[src/rtl/maze_env_stepper.sv]
// One-step environment for a 5x5 grid maze: accepts a move, returns (state, next_state, reward, done).
// Optional macro WALL_BUMP_PENALTY_EN makes an off-grid bump cost -1 instead of 0.
module maze_env_stepper #(
   parameter int START_STATE = 1,
   parameter int GOAL_STATE  = 25,
   parameter int MAX_STEPS   = 15
) (
   input  logic        clk,
   input  logic        rst,
   input  logic        en,
   input  logic        act_valid,
   output logic        act_ready,
   input  logic [1:0]  action,
   output logic        out_valid,
   input  logic        out_ready,
   output logic [5:0]  state,
   output logic [5:0]  next_state,
   output logic [15:0] reward,
   output logic        done,
   output logic [4:0]  step_count,
   output logic [15:0] episode_count
);

   // Handshakes: a transfer happens on a rising edge where valid and ready are both high;
   // once out_valid rises, it and all result fields hold until out_ready is seen high.
   typedef enum logic {IDLE = 1'b0, HOLD = 1'b1} fsm_t;

`ifdef WALL_BUMP_PENALTY_EN
   localparam logic [15:0] BUMP_REWARD = 16'hFFFF;
`else
   localparam logic [15:0] BUMP_REWARD = 16'h0000;
`endif

   fsm_t        fsm_q, fsm_d;
   logic [5:0]  pos_q, next_state_q;
   logic [15:0] reward_q, episode_q;
   logic        done_q;
   logic [4:0]  step_q;
   logic        accept, handshake;
   logic [5:0]  pos_m1, col, moved;
   logic [4:0]  step_inc;
   logic        goal, timeout, hazard, bump;
   logic [15:0] reward_d;

   assign accept    = act_valid && act_ready;
   assign handshake = out_valid && out_ready;

   always_ff @(posedge clk) begin
      if (rst) fsm_q <= IDLE;
      else     fsm_q <= fsm_d;
   end

   always_comb begin
      fsm_d = fsm_q;
      case (fsm_q)
         IDLE:    if (accept)    fsm_d = HOLD;
         HOLD:    if (handshake) fsm_d = IDLE;
         default: fsm_d = IDLE;
      endcase
   end

   always_comb begin
      act_ready = en && (fsm_q == IDLE);
      out_valid = (fsm_q == HOLD);
   end

   // Column is derived from the 0-based cell index; row checks use the cell number directly.
   always_comb begin
      pos_m1 = pos_q - 6'd1;
      col    = pos_m1 % 6'd5;
      moved  = pos_q;
      case (action)
         2'd0: if (pos_q > 6'd5)   moved = pos_q - 6'd5;
         2'd1: if (pos_q <= 6'd20) moved = pos_q + 6'd5;
         2'd2: if (col != 6'd0)    moved = pos_q - 6'd1;
         2'd3: if (col != 6'd4)    moved = pos_q + 6'd1;
         default: moved = pos_q;
      endcase
   end

   always_comb begin
      step_inc = step_q + 5'd1;
      goal     = (moved == 6'(GOAL_STATE));
      timeout  = (step_inc == 5'(MAX_STEPS));
      hazard   = moved inside {6'd3, 6'd4, 6'd7, 6'd13, 6'd14, 6'd17, 6'd19, 6'd22};
      bump     = (moved == pos_q);
      if (goal)         reward_d = 16'h0064;
      else if (timeout) reward_d = 16'hFFCE;
      else if (hazard)  reward_d = 16'hFF9C;
      else if (bump)    reward_d = BUMP_REWARD;
      else              reward_d = 16'h0000;
   end

   // accept only fires in IDLE and handshake only in HOLD, so the branches never compete.
   always_ff @(posedge clk) begin
      if (rst) begin
         pos_q        <= 6'(START_STATE);
         next_state_q <= 6'(START_STATE);
         reward_q     <= 16'h0000;
         done_q       <= 1'b0;
         step_q       <= 5'd0;
         episode_q    <= 16'd0;
      end else if (accept) begin
         next_state_q <= moved;
         reward_q     <= reward_d;
         done_q       <= goal || timeout || hazard;
         step_q       <= step_inc;
      end else if (handshake) begin
         if (done_q) begin
            pos_q     <= 6'(START_STATE);
            step_q    <= 5'd0;
            episode_q <= episode_q + 16'd1;
         end else begin
            pos_q     <= next_state_q;
         end
      end
   end

   assign state         = pos_q;
   assign next_state    = next_state_q;
   assign reward        = reward_q;
   assign done          = done_q;
   assign step_count    = step_q;
   assign episode_count = episode_q;

endmodule

[config.mk]
export PLATFORM = sky130hd
export DESIGN_NAME = maze_env_stepper
export DESIGN_NICKNAME = d
export VERILOG_FILES = /design/src/rtl/maze_env_stepper.sv
export SDC_FILE = /design/constraint.sdc
export NUM_CORES = 1
export LEC_CHECK = 0
export ABC_AREA = 1
export CORE_MARGIN = 1
export CORE_UTILIZATION = 25
export CTS_CLUSTER_DIAMETER = 120
export DETAILED_ROUTE_END_ITERATION = 8
export PLACE_DENSITY_LB_ADDON = 0.12
export SETUP_SLACK_MARGIN = 0.15
export SLEW_MARGIN = 5
export SYNTH_ARGS = -nofsm -noshare
export SYNTH_HDL_FRONTEND = slang
export SYNTH_SLANG_ARGS = --single-unit
export TNS_END_PERCENT = 5
[constraint.sdc]
create_clock -name clk -period 3.86 [get_ports clk]
set_input_delay 0.386 -clock clk [delete_from_list [all_inputs] [get_ports clk]]
set_output_delay 0.386 -clock clk [all_outputs]
set_load 0.05 [all_outputs]
Word-level counts from Yosys, hierarchy flattened
Index checks and enable logic that the tools add are counted.
{"block": "totals", "reg_bits": 51, "output_inout_bits": 52, "wordCells": 60}
{"block": "op_classes", "add_sub_neg": 6, "div": 1, "order_cmp": 2, "eq_ne": 14, "muxes": 15, "bitwise": 2, "reduce_logical": 13}
{"op": "2-to-1 mux 16 bit", "n": 3}
{"op": "2-to-1 mux 6 bit", "n": 5}
{"op": "== test 6 x 5 -> 1 bit, second input constant", "n": 4}
{"op": "case mux 6 bit (4 select lines)", "n": 1}
{"op": "adder 16 x 1 -> 16 bit, second input constant", "n": 1}
{"op": "2-to-1 mux 5 bit", "n": 3}
{"op": "== test 6 x 3 -> 1 bit, second input constant", "n": 2}
{"op": "== test 6 x 4 -> 1 bit, second input constant", "n": 2}
{"op": "nonzero test 8 bit", "n": 1}
{"op": "adder 6 x 1 -> 6 bit, second input constant", "n": 1}
{"op": "adder 6 x 3 -> 6 bit, second input constant", "n": 1}
{"op": "== test 6 x 2 -> 1 bit, second input constant", "n": 1}
{"op": "greater-than comparator 6 x 3 -> 1 bit, second input constant", "n": 1}
{"op": "less-or-equal comparator 6 x 5 -> 1 bit, second input constant", "n": 1}
{"op": "modulo 6 x 3 -> 6 bit, second input constant", "n": 1}
{"op": "!= test 6 x 3 -> 1 bit, second input constant", "n": 1}
{"op": "nonzero test 6 bit", "n": 1}
{"op": "subtractor 6 x 1 -> 6 bit, second input constant", "n": 1}
{"op": "subtractor 6 x 3 -> 6 bit, second input constant", "n": 1}
{"op": "adder 5 x 1 -> 5 bit, second input constant", "n": 1}
{"op": "== test 5 x 4 -> 1 bit, second input constant", "n": 1}
{"op": "== test 2 bit, second input constant", "n": 2}
{"op": "AND reduction 2 bit", "n": 2}
{"op": "nonzero test 2 bit", "n": 2}
{"op": "8 further kinds", "n": 13}

Depth between registers and ports, before layout
{"block": "depth", "word_depth": 10, "mapped_depth": 36}

Least setup slack after synthesis
OpenSTA, ideal clock, no wires.
{"block": "synth_path", "path_kind": "reg2reg", "from": "reg pos_q[0] (netlist: state[0])", "to": "reg done_q (netlist: done)", "setup_time_ns": 0.132, "arrival_ns": 4.047, "required_time_ns": 3.728, "slack_ns": -0.319, "stages_incl_launch_ff": 31, "path_buffers": 2, "period_less_slack_ns": 4.179, "path_cell_list": "dfxtp_1 -> inv_2 -> clkbuf_1 -> ha_1 -> nor2_2 -> nor2_4 -> nand2_2 -> nand2_4 -> nand2_4 -> nand2_2 -> nand2_1 -> inv_1 -> ha_1 -> or2_0 -> nand2_2 -> inv_2 -> a21oi_4 -> a21oi_2 -> nor2_4 -> buf_6 -> nand4_1 -> nand3_1 -> nand4_4 -> inv_2 -> nand2_1 -> nand2_1 -> nor2_1 -> nor2_1 -> nand3_1 -> nand2_1 -> a21oi_1"}
{"block": "synth_between", "elab_chain_len": 8, "elab_cells_between_ends": 26, "cone_classes": "add/sub (4); div (1); order compare (2); eq/ne (10); mux (5); reduce/logical (4)"}
{"element": "start: declaration", "line_no": "35", "text": "logic [5:0] pos_q, next_state_q;"}
{"element": "start signal: assignment", "line_no": "97", "text": "pos_q <= 6'(START_STATE);"}
{"element": "start signal: assignment", "line_no": "110", "text": "pos_q <= 6'(START_STATE);"}
{"element": "start signal: assignment", "line_no": "114", "text": "pos_q <= next_state_q;"}
{"element": "subtractor 6 x 1 -> 6 bit", "line_no": "69, 75"}
{"element": "modulo 6 x 3 -> 6 bit", "line_no": "70", "text": "col = pos_m1 % 6'd5;"}
{"element": "!= test 6 x 3 -> 1 bit / nonzero test 6 bit (equally long branches)", "line_no": "76, 75"}
{"element": "2-to-1 mux 6 bit (on tied branches)", "line_no": "76, 75"}
{"element": "case mux 6 bit (4 select lines) *", "line_no": "72", "text": "case (action)"}
{"element": "== test 6 x 2 -> 1 bit, or another cell as far along", "line_no": "85", "text": "hazard = moved inside {6'd3, 6'd4, 6'd7, 6'd13, 6'd14, 6'd17, 6'd19, 6'd22};"}
{"element": "nonzero test 8 bit / logical OR 1 bit (equally long branches)", "line_no": "85, 106"}
{"element": "logical OR 1 bit *", "line_no": "106", "text": "done_q <= goal || timeout || hazard;"}
{"element": "end signal: assignment", "line_no": "106"}
{"element": "end: declaration", "line_no": "37", "text": "logic done_q;"}
Every way passes the cells marked *; elsewhere a longest branch is shown, timed or not.
A chain may end at the register's enable or synchronous reset.

Worst setup path after layout
Ends and elaborated chain as after synthesis.

==> implementation parameters <==
Parameter                              Value

Status
  Result of the run ... finished clean

Route
  Drt first-iter violations ... 81
  Antenna violation net count after detailed routing ... 0
  DR WL/cell ... 13.54 µm
  Drt total wl ... 9368 µm
  Number of remaining DRC errors ... 0
  Total number of vias ... 3300
  Via/cell ratio ... 4.769
  Detailed-router iteration count before antenna repair ... 7

Synth
  Post-synthesis instance total ... 462
  Area contributors post-synth ... sky130_fd_sc_hd__dfxtp_1, sky130_fd_sc_hd__nand2_1, sky130_fd_sc_hd__a21oi_1
  Avg Inst Size Synth ... 6.657 µm²
  Fraction of synthesis flops using an asynchronous set or reset pin ... 0%
  Post-synthesis cell type with the largest combined area ... sky130_fd_sc_hd__dfxtp_1
  Synthesis warning total ... 0
  Flip-flop cell with the highest count after synthesis ... sky130_fd_sc_hd__dfxtp_1
  Number of synthesized flops with an enable pin ... 0
  Sequential cell area fraction in the yosys report ... 26.69%
  Synthesis-stage register bit count ... 41
  Portion of synthesized cell area occupied by the leading cell type ... 26.69%
  Most frequently used cell type in the post-synthesis netlist ... sky130_fd_sc_hd__nand2_1
  Most frequent cells after synthesis ... sky130_fd_sc_hd__nand2_1, sky130_fd_sc_hd__a21oi_1, sky130_fd_sc_hd__inv_1
  Post-synth cell types ... 42
  Synthesized net count ... 479
  Post-synth design cell area ... 3075 µm²

Floorplan
  Standard cell core area ... 12010 µm²
  Height of the chip ... 112.9 µm
  Width of the chip ... 112.9 µm
  Number of placed I/O pins ... 59
  Cell row count ... 40
  Die area ... 12750 µm²
  Effective utilization at floorplan ... 25.60%

Hold path
  Endpoint of the worst hold-timing path ... episode_count[15]
  Worst min-delay path startpoint ... episode_count[15]
  Path category of the worst min-delay check ... reg -> reg
  Hold Path Depth ... 1

Power and ir drop
  Sequential fraction of design power ... 28.9%
  Logic gate share of total power ... 46.1%
  Clock share of power ... 25.0%
  Net Switching ... 0.0006480 W
  LEAKAGE ... 1.805 nW
  PD cells ... 361.5 nW/µm²
  Maximum vdd ir drop ... 161.1 µV
  Int Pwr ... 0.0009428 W
  Switching power share of the total ... 40.73%

STA
  Sum of negative setup slack ... 0 ps
  Final count of negative-setup-slack endpoints ... 0
  Post-route setup slack ... 286.3 ps
  Relative max-transition margin ... 48.65%
  Minimum hold slack ... 460.4 ps
  Actual transition at the worst max-transition pin ... 763.7 ps
  Setup repair after global routing missed its margin ... true
  Time the worst path needs with I/O delays and setup ... 3574 ps
  Final hold violation count ... 0
  Worst Clk Skew ... 8.797 ps
  Number of pins with negative max-slew slack in the final report ... 0
  Fmax ... 279.8 MHz
  Tcrit/Tclk final ... 92.58%

Global route
  Maximum number of pins on one net before global-route repair ... 25
  Total global routing overflow ... 0
  Via count of the first global-routing pass ... 2929
  First-pass GRT wire length ... 14690 µm
  Global router's overall resource usage ... 14.29%
  Number of antenna violations at the first check in global routing ... 0

CTS
  CTS clk-pin slew, worst paths ... 60 ps
  Number of H-tree levels ... 2
  Clock tree from TritonCTS ... done
  Buffers from clock root to sink, at most ... 2
  Number of hold-repair buffers added at the cts stage ... 0
  Sink Count ... 41
  Library cell used as clock root buffer ... sky130_fd_sc_hd__clkbuf_16
  Insertion delay of the later-clocked pin in the worst-skew pair ... 280 ps
  Number of buffers created by CTS ... 5

Finish
  Post-synthesis to final-layout area growth ... 43.08%
  Count of placed standard cells in the final layout, fillers left out ... 692
  Number of nets in the layout ... 562
  Count of inserted antenna diode cells ... 0
  Proportion of layout cells with a drive suffix above 1 ... 26.97%

Setup path
  Startpoint type of the worst setup path ... flop
  Critical R2R Launch ... state[0]
  Most repeated library cell on the critical path ... sky130_fd_sc_hd__nand2_2
  Max incr delay on CP ... 350 ps
  Crit path max fanout ... 6
  Required time reported for the critical path endpoint ... 4080 ps
  Reg-to-reg critical path endpoint ... done
  Worst reg2reg path depth ... 30
  Family with the most delay on the worst path ... simple AND/OR/NAND/NOR gates
  Classification of the worst setup path ... reg -> reg
  Worst setup slack for register-to-register paths ... 290 ps
  Number of buffer and inverter instances along the worst setup path ... 5
  Critical path endpoint category ... flop
  Data arrival time of the critical path ... 3790 ps
  Slowest CP cell ... sky130_fd_sc_hd__dfxtp_4

Place
  Post-Place Worst Slack ... 56.09 ps
  Global placement routability congestion ... 0.8393
  Number of placed instances with taps included ... 663
  Half-perimeter wire length of the detailed placement result ... 6766 µm
  Number of buffers added on ports ... 57

Run
  Max capacitance violation total ... 0
-- how the worst max path moves through the flow --
stage | startpoint | end | cells after the start | slack [ps]
floorplan | state[0] | done | 32 | 150
global placement | state[3] | reward[2] | 30 | 70
detailed placement | state[3] | done | 31 | 60
CTS | state[1] | reward[2] | 29 | 150
global route | state[2] | reward[2] | 32 | 10
finish | state[0] | done | 30 | 290
-- cell families after synthesis --
kind of cell               share of synthesized area [%]
AOI/OAI and AO/OA                                  16.92
DFF                                                26.69
other                                             0.1219
adders and majority gates                          4.068
buffers and inverters                              11.31
xor gates and xnor gates                           2.563
and+or+nand+nor                                    38.32
-- state kept, by name, summed over array words and instances, names as in the netlist --
signal,cells
next_state,6
reward,6
state,6
out_valid,1
episode_count,16
done,1
step_count,5
-- power groups by stage --
stage | combinational (W) | sequential, W | clock (W)
floorplan | 0.000422 | 0.000520 | 0
global placement | 0.000603 | 0.000470 | 0
detailed placement | 0.000603 | 0.000469 | 0
CTS | 0.000652 | 0.000460 | 0.000417
global route | 0.000794 | 0.000462 | 0.000433
finish | 0.000733 | 0.000460 | 0.000398
-- area by class of cell --
| cell class | instances | area, µm² |
|---|---|---|
| fillers | 1266 | 7611 |
| clock inverters | 1 | 8.758 |
| flip-flops and latches | 41 | 837.1 |
| multi-input cells | 347 | 2140 |
| repair buffers | 97 | 893.4 |
| well taps | 147 | 183.9 |
| inverters | 53 | 209.0 |
| clock buffers | 6 | 128.9 |
-- worst reg2reg max path, delay by kind of cell (launching register included) --
kind / cells / cell delay [ps]
buffers and inverters: 5 / 570
AOI/OAI and AO/OA: 4 / 700
and+or+nand+nor: 21 / 1910
DFF: 1 / 350
-- repair_timing --
action,CTS,global route
cloned,1,0
pin swaps,7,33
resized for setup,11,66
buffers inserted,5,16
setup endpoints to repair,6,8
-- stage by stage --
stage | total power (W) | utilization (%) | area (µm²)
final | 0.001591 | 36.64 | 4400
after detailed placement | 0.001072 | 31.87 | 3829
after floorplan | 0.0009415 | - | 3084
after global routing | 0.001689 | 36.64 | 4400
after CTS | 0.001530 | 33.80 | 4060
after global placement | 0.001073 | 31.87 | 3829
-- placed cells by master (no fill, tap or decap), drive strengths merged, types with 2 or more instances in the layout --
cell type / instances
nor2: 51
xor2: 8
clkbuf: 6
o21a: 2
nand3: 44
buf: 40
a21oi: 49
nand2: 111
inv: 53
clkdlybuf4s50: 57
ha: 10
o21ai: 28
dfxtp: 41
nand4: 16
a211oi: 6
nor3: 8
or2: 2
o211ai: 2
-- metal layers --
metal	part of all wire [%]	vias up	wire length [µm]	track usage, %
li1	-	1694	-	-
met3	3.1	2	291	1.928
met1	48	1526	4497	19.69
met2	49	78	4548	23.83
met5	0	-	0	0
met4	0.33	0	31	2.982
Power figures use the tool's default switching activity.
